==> config.mk <==
export PLATFORM = sky130hd
export DESIGN_NAME = hilo_muldiv_controller
export DESIGN_NICKNAME = d
export VERILOG_FILES = /design/src/rtl/muldiv_pkg.sv /design/src/rtl/muldiv_iter_core.sv /design/src/rtl/hilo_muldiv_controller.sv
export SDC_FILE = /design/constraint.sdc
export NUM_CORES = 1
export LEC_CHECK = 0
export BUFFER_PORTS_ARGS = -buffer_cell sky130_fd_sc_hd__buf_2
export CAP_MARGIN = 30
export CORE_MARGIN = 4
export CORE_UTILIZATION = 46
export DETAILED_ROUTE_END_ITERATION = 10
export HOLD_SLACK_MARGIN = 0.1
export MAX_ROUTING_LAYER = met4
export PLACE_DENSITY = 0.65
export SYNTH_ARGS = -nofsm -noshare
export SYNTH_HDL_FRONTEND = slang
export SYNTH_HIERARCHICAL = 1
export SYNTH_SLANG_ARGS = --single-unit
==> constraint.sdc <==
create_clock -name clk -period 4.1 [get_ports clk]
set_input_delay 0.205 -clock clk [delete_from_list [all_inputs] [get_ports clk]]
set_output_delay 0.205 -clock clk [all_outputs]
set_load 0.05 [all_outputs]
==> src/rtl/muldiv_pkg.sv <==
// Shared types and constants for the HI/LO multiply/divide controller.
package muldiv_pkg;

  localparam int MULDIV_WIDTH = 32;
  // Iterations per multiply/divide: one result bit per cycle.
  localparam int ITER = MULDIV_WIDTH;

  typedef enum logic [2:0] {
    MULT  = 3'd0,
    MULTU = 3'd1,
    DIV   = 3'd2,
    DIVU  = 3'd3,
    MTHI  = 3'd4,
    MTLO  = 3'd5
  } muldiv_op_t;

  typedef enum logic [1:0] {
    IDLE  = 2'd0,
    CALC  = 2'd1,
    FIX   = 2'd2,
    WRITE = 2'd3
  } muldiv_state_t;

  function automatic logic op_is_arith(input muldiv_op_t op);
    return (op == MULT) || (op == MULTU) || (op == DIV) || (op == DIVU);
  endfunction

  function automatic logic op_is_div(input muldiv_op_t op);
    return (op == DIV) || (op == DIVU);
  endfunction

  function automatic logic op_is_signed(input muldiv_op_t op);
    return (op == MULT) || (op == DIV);
  endfunction

endpackage

==> src/rtl/muldiv_iter_core.sv <==
// One-bit-per-cycle datapath shared by multiply and divide.
// Multiply: acc_lo starts as the multiplier, opnd holds the multiplicand; each step
//   conditionally adds into acc_hi and shifts {carry, acc_hi, acc_lo} right by one.
// Divide: acc_lo starts as the dividend, opnd holds the divisor; each step shifts
//   {acc_hi, acc_lo} left and does a restoring trial subtract; acc_hi ends as the
//   remainder and acc_lo as the quotient.
module muldiv_iter_core
  import muldiv_pkg::*;
#(
  parameter int WIDTH = MULDIV_WIDTH
) (
  input  logic             clk,
  input  logic             reset,
  input  logic             load,
  input  logic             step,
  input  logic             is_div,
  input  logic [WIDTH-1:0] opnd_a,
  input  logic [WIDTH-1:0] opnd_b,
  output logic [WIDTH-1:0] acc_hi,
  output logic [WIDTH-1:0] acc_lo
);

  logic [WIDTH-1:0] opnd;
  logic             div_mode;
  logic [WIDTH:0]   add_sum;
  logic [WIDTH:0]   shifted;
  logic             rem_ge;

  // Next-step arithmetic for both modes; the register block picks one.
  always_comb begin
    add_sum = {1'b0, acc_hi} + (acc_lo[0] ? {1'b0, opnd} : {(WIDTH+1){1'b0}});
    shifted = {acc_hi, acc_lo[WIDTH-1]};
    rem_ge  = (shifted >= {1'b0, opnd});
  end

  // Operand load on issue, then one iteration per step.
  always_ff @(posedge clk or posedge reset) begin
    if (reset) begin
      acc_hi   <= '0;
      acc_lo   <= '0;
      opnd     <= '0;
      div_mode <= 1'b0;
    end else if (load) begin
      // NOTE: non-blocking so every register here samples the pre-edge values.
      acc_hi   <= '0;
      div_mode <= is_div;
      acc_lo   <= is_div ? opnd_a : opnd_b;
      opnd     <= is_div ? opnd_b : opnd_a;
    end else if (step) begin
      if (div_mode) begin
        // A remainder below the divisor fits WIDTH bits, so the wrapped subtract is exact.
        acc_hi <= rem_ge ? (shifted[WIDTH-1:0] - opnd) : shifted[WIDTH-1:0];
        acc_lo <= {acc_lo[WIDTH-2:0], rem_ge};
      end else begin
        acc_hi <= add_sum[WIDTH:1];
        acc_lo <= {add_sum[0], acc_lo[WIDTH-1:1]};
      end
    end
  end

endmodule

==> src/rtl/hilo_muldiv_controller.sv <==
// HI/LO write sequencer for the execute stage: iterative MULT/MULTU/DIV/DIVU plus
// single-cycle MTHI/MTLO, with a stall for MFHI/MFLO while a result is pending.
// Optional build macro DIVZERO_FLAG_EN: adds divZero; a DIV/DIVU by zero then skips
// the computation, pulses divZero one cycle after start and writes nothing.
module hilo_muldiv_controller
  import muldiv_pkg::*;
#(
  parameter int WIDTH = MULDIV_WIDTH
) (
  input  logic                  clk,
  input  logic                  reset,
  input  logic                  start,
  input  muldiv_op_t            op,
  input  logic [WIDTH-1:0]      srcA,
  input  logic [WIDTH-1:0]      srcB,
  input  logic [WIDTH-1:0]      curHi,
  input  logic [WIDTH-1:0]      curLo,
  input  logic                  hiLoReadReq,
  output logic                  regHiLoWrite,
  output logic [1:0][WIDTH-1:0] hiLoData,
  output logic                  busy,
  output logic                  stall
`ifdef DIVZERO_FLAG_EN
  ,
  output logic                  divZero
`endif
);

  localparam int CNT_W = $clog2(WIDTH) + 1;
  localparam logic [CNT_W-1:0] LAST_ITER = CNT_W'(WIDTH - 1);

  muldiv_state_t    state;
  logic [CNT_W-1:0] count;
  logic             sign_a;
  logic             sign_b;
  logic             div_op;

  logic             div_by_zero;
  logic             issue_arith;
  logic [WIDTH-1:0] mag_a;
  logic [WIDTH-1:0] mag_b;
  logic [WIDTH-1:0] acc_hi;
  logic [WIDTH-1:0] acc_lo;
  logic [WIDTH-1:0] fix_hi;
  logic [WIDTH-1:0] fix_lo;

`ifdef DIVZERO_FLAG_EN
  assign div_by_zero = op_is_div(op) && (srcB == '0);
`else
  // Without the flag a zero divisor runs the normal iteration.
  assign div_by_zero = 1'b0;
`endif

  assign issue_arith = (state == IDLE) && start && op_is_arith(op) && !div_by_zero;

  // Signed ops iterate on magnitudes; the most negative value maps to itself, which
  // is the correct unsigned magnitude.
  assign mag_a = (op_is_signed(op) && srcA[WIDTH-1]) ? -srcA : srcA;
  assign mag_b = (op_is_signed(op) && srcB[WIDTH-1]) ? -srcB : srcB;

  assign stall = hiLoReadReq & busy;

  muldiv_iter_core #(
    .WIDTH (WIDTH)
  ) u_core (
    .clk    (clk),
    .reset  (reset),
    .load   (issue_arith),
    .step   (state == CALC),
    .is_div (op_is_div(op)),
    .opnd_a (mag_a),
    .opnd_b (mag_b),
    .acc_hi (acc_hi),
    .acc_lo (acc_lo)
  );

  // Sign fix-up of the raw magnitude result; unsigned ops latch both signs as 0.
  // Both multiply and divide leave HI in acc_hi and LO in acc_lo.
  always_comb begin
    // NOTE: defaults first so no path through this block infers a latch.
    fix_hi = acc_hi;
    fix_lo = acc_lo;
    if (div_op) begin
      if (sign_a ^ sign_b) fix_lo = -acc_lo;
      if (sign_a)          fix_hi = -acc_hi;
    end else if (sign_a ^ sign_b) begin
      {fix_hi, fix_lo} = -{acc_hi, acc_lo};
    end
  end

  // Control FSM with registered write strobe, data and busy.
  always_ff @(posedge clk or posedge reset) begin
    if (reset) begin
      state        <= IDLE;
      count        <= '0;
      sign_a       <= 1'b0;
      sign_b       <= 1'b0;
      div_op       <= 1'b0;
      regHiLoWrite <= 1'b0;
      hiLoData     <= '0;
      busy         <= 1'b0;
`ifdef DIVZERO_FLAG_EN
      divZero      <= 1'b0;
`endif
    end else begin
      regHiLoWrite <= 1'b0;
`ifdef DIVZERO_FLAG_EN
      divZero      <= 1'b0;
`endif
      case (state)
        IDLE: begin
          if (start) begin
            if (op == MTHI) begin
              regHiLoWrite <= 1'b1;
              hiLoData[0]  <= srcA;
              hiLoData[1]  <= curLo;
            end else if (op == MTLO) begin
              regHiLoWrite <= 1'b1;
              hiLoData[0]  <= curHi;
              hiLoData[1]  <= srcA;
`ifdef DIVZERO_FLAG_EN
            end else if (div_by_zero) begin
              divZero      <= 1'b1;
`endif
            end else if (op_is_arith(op)) begin
              state  <= CALC;
              busy   <= 1'b1;
              count  <= '0;
              sign_a <= op_is_signed(op) & srcA[WIDTH-1];
              sign_b <= op_is_signed(op) & srcB[WIDTH-1];
              div_op <= op_is_div(op);
            end
          end
        end
        CALC: begin
          if (count == LAST_ITER) begin
            count <= '0;
            state <= FIX;
          end else begin
            count <= count + CNT_W'(1);
          end
        end
        FIX: begin
          hiLoData[0]  <= fix_hi;
          hiLoData[1]  <= fix_lo;
          regHiLoWrite <= 1'b1;
          state        <= WRITE;
        end
        WRITE: begin
          busy  <= 1'b0;
          state <= IDLE;
        end
        default: begin
          busy  <= 1'b0;
          state <= IDLE;
        end
      endcase
    end
  end

endmodule

Yosys cells after proc, flatten, opt, wreduce, memory -nomap -nowiden:

Cells that the tools add are included.

* register bits after elaboration: 174
* memory bits (read-only): 0
* output and inout bits: 67
* memory bits (writable): 0
* bits in latches: 0
* word-level logic and storage cells: 106
* memories kept: 0

* multiply operators: 0
* div/mod/pow operators: 0
* $add $sub $neg: 8
* $lt $le $gt $ge: 1
* muxes and demuxes: 43
* reductions and logical operators: 20
* eq/ne operators: 15
* shift-type cells: 0
* bitwise gates (word level): 6

Operators with widths (count)
* $mux W32: 18
* $mux W64: 3
* $neg A32 Y32: 4
* $pmux W64 S2: 1
* $neg A64 Y64: 1
* $add A32 B33 Y33: 1
* $ge A33 B32 Y1: 1
* $sub A32 B32 Y32: 1
* $mux W6: 5
* $reduce_and A5 Y1: 4
* $pmux W6 S2: 1
* $mux W2: 5
* $ne A2 B2 Y1 const B: 4
* $pmux W2 S4: 1
* $reduce_bool A2 Y1: 4
* $mux W1: 7
* $add A6 B1 Y6 const B: 1
* $eq A3 B2 Y1 const B: 2
* $eq A3 B3 Y1 const B: 2
* $eq A6 B5 Y1 const B: 1
* $logic_or A1 B1 Y1: 5
* $eq A2 B2 Y1 const B: 2
* $logic_and A1 B1 Y1: 4
* $pmux W1 S2: 2
* 10 further kinds: 13

Longest topological paths before layout:

* depth after elaboration: 9
* depth in mapped cells: 14
* mapped depth without buffers: 13

Modules after synthesis:

The synthesis kept the hierarchy.

By module, submodules not included
* muldiv_iter_core: cells an instance 1096, area an instance 9086.2 um2, instances 1, sequential area each 2427.3 um2
* hilo_muldiv_controller: cells an instance 1015, area an instance 7795.0 um2, instances 1, sequential area each 1926.8 um2

Least setup slack after synthesis:

No wires, ideal clock.

* kind: register to register
* start point: reg u_core.acc_lo[0]
* end point: reg u_core.acc_hi[31]
* data arrival time: 3.103 ns
* clock period less this slack: 3.169 ns
* setup time: 0.066 ns
* stages on the path, launching flop included: 15
* data required time: 4.034 ns
* slack: 0.931 ns
* cell sequence: dfrtp_1 clkbuf_1 and2_1 ha_1 inv_1 fa_1 and2b_4 o2111ai_2 a21boi_2 a211oi_4 o211ai_2 a31oi_2 a2111oi_1 o21a_1 o311a_1

* word-level cells in the longest chain between the ends: 5

RTL lines
* from (decl): RTL line muldiv_iter_core.sv:20 `output logic [WIDTH-1:0] acc_lo`
* from (signal assigned): RTL line muldiv_iter_core.sv:47 `acc_lo <= is_div ? opnd_a : opnd_b;`
* from (signal assigned): RTL line muldiv_iter_core.sv:53 `acc_lo <= {acc_lo[WIDTH-2:0], rem_ge};`
* from (signal assigned): RTL line muldiv_iter_core.sv:56 `acc_lo <= {add_sum[0], acc_lo[WIDTH-1:1]};`
* $mux W32: RTL line muldiv_iter_core.sv:31 `add_sum = {1'b0, acc_hi} + (acc_lo[0] ? {1'b0, opnd} : {(WIDTH+1){1'b0}});`
* $add A32 B33 Y33: RTL line muldiv_iter_core.sv:31
* $mux W32: RTL line muldiv_iter_core.sv:50 `if (div_mode) begin`
* $mux W32: RTL line muldiv_iter_core.sv:49 `end else if (step) begin`
* $mux W32: RTL line muldiv_iter_core.sv:43 `end else if (load) begin`
* to (signal assigned): RTL line muldiv_iter_core.sv:52 `acc_hi <= rem_ge ? (shifted[WIDTH-1:0] - opnd) : shifted[WIDTH-1:0];`
* to (signal assigned): RTL line muldiv_iter_core.sv:55 `acc_hi <= add_sum[WIDTH:1];`
* to (decl): RTL line muldiv_iter_core.sv:19 `output logic [WIDTH-1:0] acc_hi,`

Every way passes these cells. The select of a mux whose other input is x is not followed.
A chain may end at the register's enable or synchronous reset.

Final worst setup path:

* start point: reg u_core.acc_hi[27]
* end point: reg u_core.acc_hi[26]

* word-level cells in the longest chain between the ends: 5
* elaborated cells on any way between the ends: 6
* classes of those cells: add/sub: 1; order compare: 1; mux: 4

RTL lines
* $ge A33 B32 Y1: RTL line muldiv_iter_core.sv:33 `rem_ge = (shifted >= {1'b0, opnd});`
* $mux W32: RTL line muldiv_iter_core.sv:52
* $mux W32 *: RTL line muldiv_iter_core.sv:50
* $mux W32 *: RTL line muldiv_iter_core.sv:49
* $mux W32 *: RTL line muldiv_iter_core.sv:43

Every way passes the cells marked *; elsewhere a longest branch is shown, timed or not. The select of a mux whose other input is x is not followed.

==> run summary <==
The source-to-sink clock delay at the later pin of the worst-skew pair came out at between 400 and 500 ps. The number of input and output port buffers inserted came out at about 200. The sort of element at the start of the critical path is a flip-flop.

The slew at the pin with the worst max-slew slack came out at between 1000 and 1500 ps. The clock tree synthesis step divided the H-tree into 4 levels. Summing all placed instances gives a cell area of about 18000 um^2. Sorting the synthesized cells by how often they occur yields sky130_fd_sc_hd__nor2_1 (233), sky130_fd_sc_hd__a21oi_1 (215), sky130_fd_sc_hd__dfrtp_1 (174), sky130_fd_sc_hd__nand2_1 (164), sky130_fd_sc_hd__mux2i_1 (139). The total power draw is between 15000 and 20000 uW. The initial core utilization came out at between 40% and 50%. Sequential elements use 25.8% of the synthesized area. The initial antenna violation count is 0.

At the worst endpoint, the arrival time is between 3000 and 4000 ps. The largest net degree at the start of global routing is 135. The floorplan step set the die height to 200 um.

The delay of the slowest critical-path stage is 830 ps. The worst-case IR drop observed on VDD is 0.419 mV. The signal on the critical path passes through ha_1, nand4_2, nor4_2, a31oi_1, nand4_1, o21ai_4, buf_4, nand2_1, o31ai_1, a21oi_1, o22ai_1. The detail route stage leaves a number of antenna-violating nets equal to 0. The final clock period utilization by the worst path is 86.7%. The number of failing hold endpoints at the final stage is 0.

The most frequent cell after synthesis is sky130_fd_sc_hd__nor2_1. The number of setup buffers added after CTS is 0. The clock edge transition at the registers on the reported setup and hold paths came out at around 70 ps. In the global route stage, overall resource usage came out at ~34%. The largest driver fanout on the critical path came out at 35. The first global-routing pass estimated between 90 and 100 mm of wire. The category of the critical setup timing path is reg2reg. The accumulated negative setup slack came out at 0 ps. Summed over all nets, the half-perimeter wirelength after detailed placement is around 53 mm. The count of vias placed by the detailed router is between 15000 and 20000. In the final routed layout, each cell accounts on average for 24.6 um. On the final layout, the worst hold slack is between 100 and 150 ps. The fraction of final layout cells sized beyond drive strength 1 is between 10% and 20%.

The fill cell total of the finished layout came out at between 3000 and 4000. In this run the deepest clock path goes through 2 buffers. The final estimated routing congestion in global placement came out at 1.00. The share of synthesized flip-flops with an asynchronous set or reset is 100%. The core footprint came out at approximately 36000 um^2.

After synthesis, the cell types taking the most area are sky130_fd_sc_hd__dfrtp_1 (26%), sky130_fd_sc_hd__mux2i_1 (8.2%), sky130_fd_sc_hd__a21oi_1 (6.4%), sky130_fd_sc_hd__ha_1 (5.4%), sky130_fd_sc_hd__nor2_1 (5.2%). For this block, the initial DRC count from the detailed router was around 2100. The quantity of gates resized following cts came out at 0. The distinct cell type count of the synthesized netlist is a little under 100. The total overflow left after global routing is 0. The post-synthesis sequential element count is roughly 170.

The root cell of the clock tree is sky130_fd_sc_hd__clkbuf_16. The worst hold path belongs to the class in2reg. The first-pass iteration count of the detailed router came out at 7.

TritonCTS built the clock tree. The remaining design rule violation count came out at 0. The final critical delay including setup and external delays is approximately 3600 ps. The final count of pins violating max slew is 0. The number of clock buffers inserted by TritonCTS is 17. The leading register cell type out of synthesis is sky130_fd_sc_hd__dfrtp_1. Yosys printed 6 warnings. The data required time at the worst endpoint is between 4000 and 5000 ps. After detailed routing, the number of vias per cell comes to around 6.3. The leakage component of the power came out at a little over 0.008 uW. Synthesis produced a netlist with a net count of 2321. The total wirelength of the detailed-routed design is roughly 67 mm. The slowest stage cell on the critical path is sky130_fd_sc_hd__o21ai_4. The via count of the first global-routing pass came out at 15723. The maximum clock rate came out at about 280 MHz.

sky130_fd_sc_hd__dfrtp_1 takes more of the synthesized area than any other cell. After technology mapping, the gate count stands at ~2100. The post-cts hold buffer count came out at 3. The power per standard cell area is ~990 nW/um^2. The number of failing setup endpoints in the final timing report is 0. Setup repair after global routing left no endpoint under its margin.

The number of enable flip-flop cells after synthesis came out at 0. The floorplan has 69 rows. The average cell area after synthesis is between 7 and 8 um^2.

Measured against its own limit, the worst slew margin works out to 28.1%. The area added between synthesis and finish came out at 12.6%. The final net count is about 2500. The critical path endpoint category is a flip-flop.

The worst setup skew after layout came out at approximately 11 ps. The design area is between 15000 and 20000 um^2. In this run the horizontal extent of the chip is approximately 200 um. The number of clock sinks seen by CTS came out at 174. The total I/O pin count came out at between 200 and 250. The max capacitance violation total came out at 0. The run finished with clean final reports. The overall die area came out at roughly 40000 um^2. Summing every instance area after synthesis gives roughly 17000 um^2. The synthesized design devotes to its leading area cell type between 20 and 30% of total area.
[path summary, 6_finish.rpt]
path	from	end	slack, ps	cells past startpoint
max	u_core/acc_hi[27]	u_core/acc_hi[26]	540	11
max in group asynchronous	reset	hiLoData[31]	2650	4
min	curHi[31]	hiLoData[31]	110	3
max reg2reg	u_core/acc_hi[27]	u_core/acc_hi[26]	540	11
min reg2reg	hiLoData[44]	hiLoData[44]	480	2
min in group asynchronous	reset	hiLoData[41]	360	3
[layer usage]
| metal | vias up | part of all wire [%] | track usage, % |
|---|---|---|---|
| met1 | 8249 | 44 | 47.1 |
| met3 | 121 | 8.2 | 5.13 |
| met4 | 0 | 4.1 | 12.6 |
| li1 | 8024 | - | - |
| met5 | - | 0 | - |
| met2 | 849 | 43 | 49.6 |
[final cells by class]
type / instances / area, um^2 / share of cell area, %
Timing Repair Buffer: 266 / 1540 / 8.10
Clock inverter: 12 / 160 / 0.843
Multi-Input combinational cell: 1734 / 11600 / 61.2
Clock buffer: 20 / 457 / 2.40
Tap cell: 461 / 577 / 3.04
Inverter: 75 / 288 / 1.51
Antenna cell: 1 / 2.50 / 0.0132
Sequential cell: 174 / 4360 / 22.9
[cell families after synthesis]
group	share of synthesized area (%)
AND/OR/NAND/NOR	19.9
multiplexers	10.4
buffers and inverters	5.66
flip-flops	25.8
XOR/XNOR	8.66
adder cells (fa/ha/maj)	5.65
AO/OA/AOI/OAI	24.0
[sequential cells by signal, indices dropped and copies added (netlist names)]
signal           cells
u_core/acc_hi       32
sign_a               1
busy                 1
state                2
count                6
div_op               1
u_core/div_mode      1
u_core/acc_lo       32
regHiLoWrite         1
hiLoData            64
sign_b               1
u_core/opnd         32
[critical path: cells and delay by family (launching register included)]
kind                       cells  cell delay (ps)
AOI/OAI and AO/OA              5             1500
adders and majority gates      1              500
DFF                            1              530
and+or+nand+nor                4              590
buffers and inverters          1              330
[power breakdown]
part / internal [uW] / switching [uW]
registers: 2560 / 1110
logic: 4640 / 8670
clock network: 998 / 775
[layout by cell type (no fill, tap or decap), types with 13 or more instances in the layout]
cell type                     n
sky130_fd_sc_hd__nor2_1     233
sky130_fd_sc_hd__a21oi_1    215
sky130_fd_sc_hd__buf_2      201
sky130_fd_sc_hd__dfrtp_1    173
sky130_fd_sc_hd__nand2_1    164
sky130_fd_sc_hd__mux2i_1    139
sky130_fd_sc_hd__o21ai_0    120
sky130_fd_sc_hd__xnor2_1     87
sky130_fd_sc_hd__xor2_1      79
sky130_fd_sc_hd__ha_1        72
sky130_fd_sc_hd__inv_1       69
sky130_fd_sc_hd__buf_4       59
sky130_fd_sc_hd__a211oi_1    50
sky130_fd_sc_hd__nor3_1      41
sky130_fd_sc_hd__and2_1      41
sky130_fd_sc_hd__nand3_1     38
sky130_fd_sc_hd__nor4_1      35
sky130_fd_sc_hd__a21o_1      33
sky130_fd_sc_hd__mux2_2      31
sky130_fd_sc_hd__o22ai_1     25
sky130_fd_sc_hd__nand4_1     22
sky130_fd_sc_hd__o31ai_1     21
sky130_fd_sc_hd__o21ai_1     20
sky130_fd_sc_hd__a31oi_1     20
sky130_fd_sc_hd__o211ai_1    18
sky130_fd_sc_hd__clkbuf_16   17
sky130_fd_sc_hd__or4_1       14
sky130_fd_sc_hd__nand2b_1    13
sky130_fd_sc_hd__nor2b_1     13
[metrics by stage]
step	util [%]	setup WS [ps]	std cells
4_1_cts	52.9	594	2742
2_1_floorplan	-	931	2111
6_report	52.9	544	2743
3_5_place_dp	51.1	613	2707
5_1_grt	52.9	289	2742
3_3_place_gp	51.1	662	2707
Power figures use the tool's default switching activity.
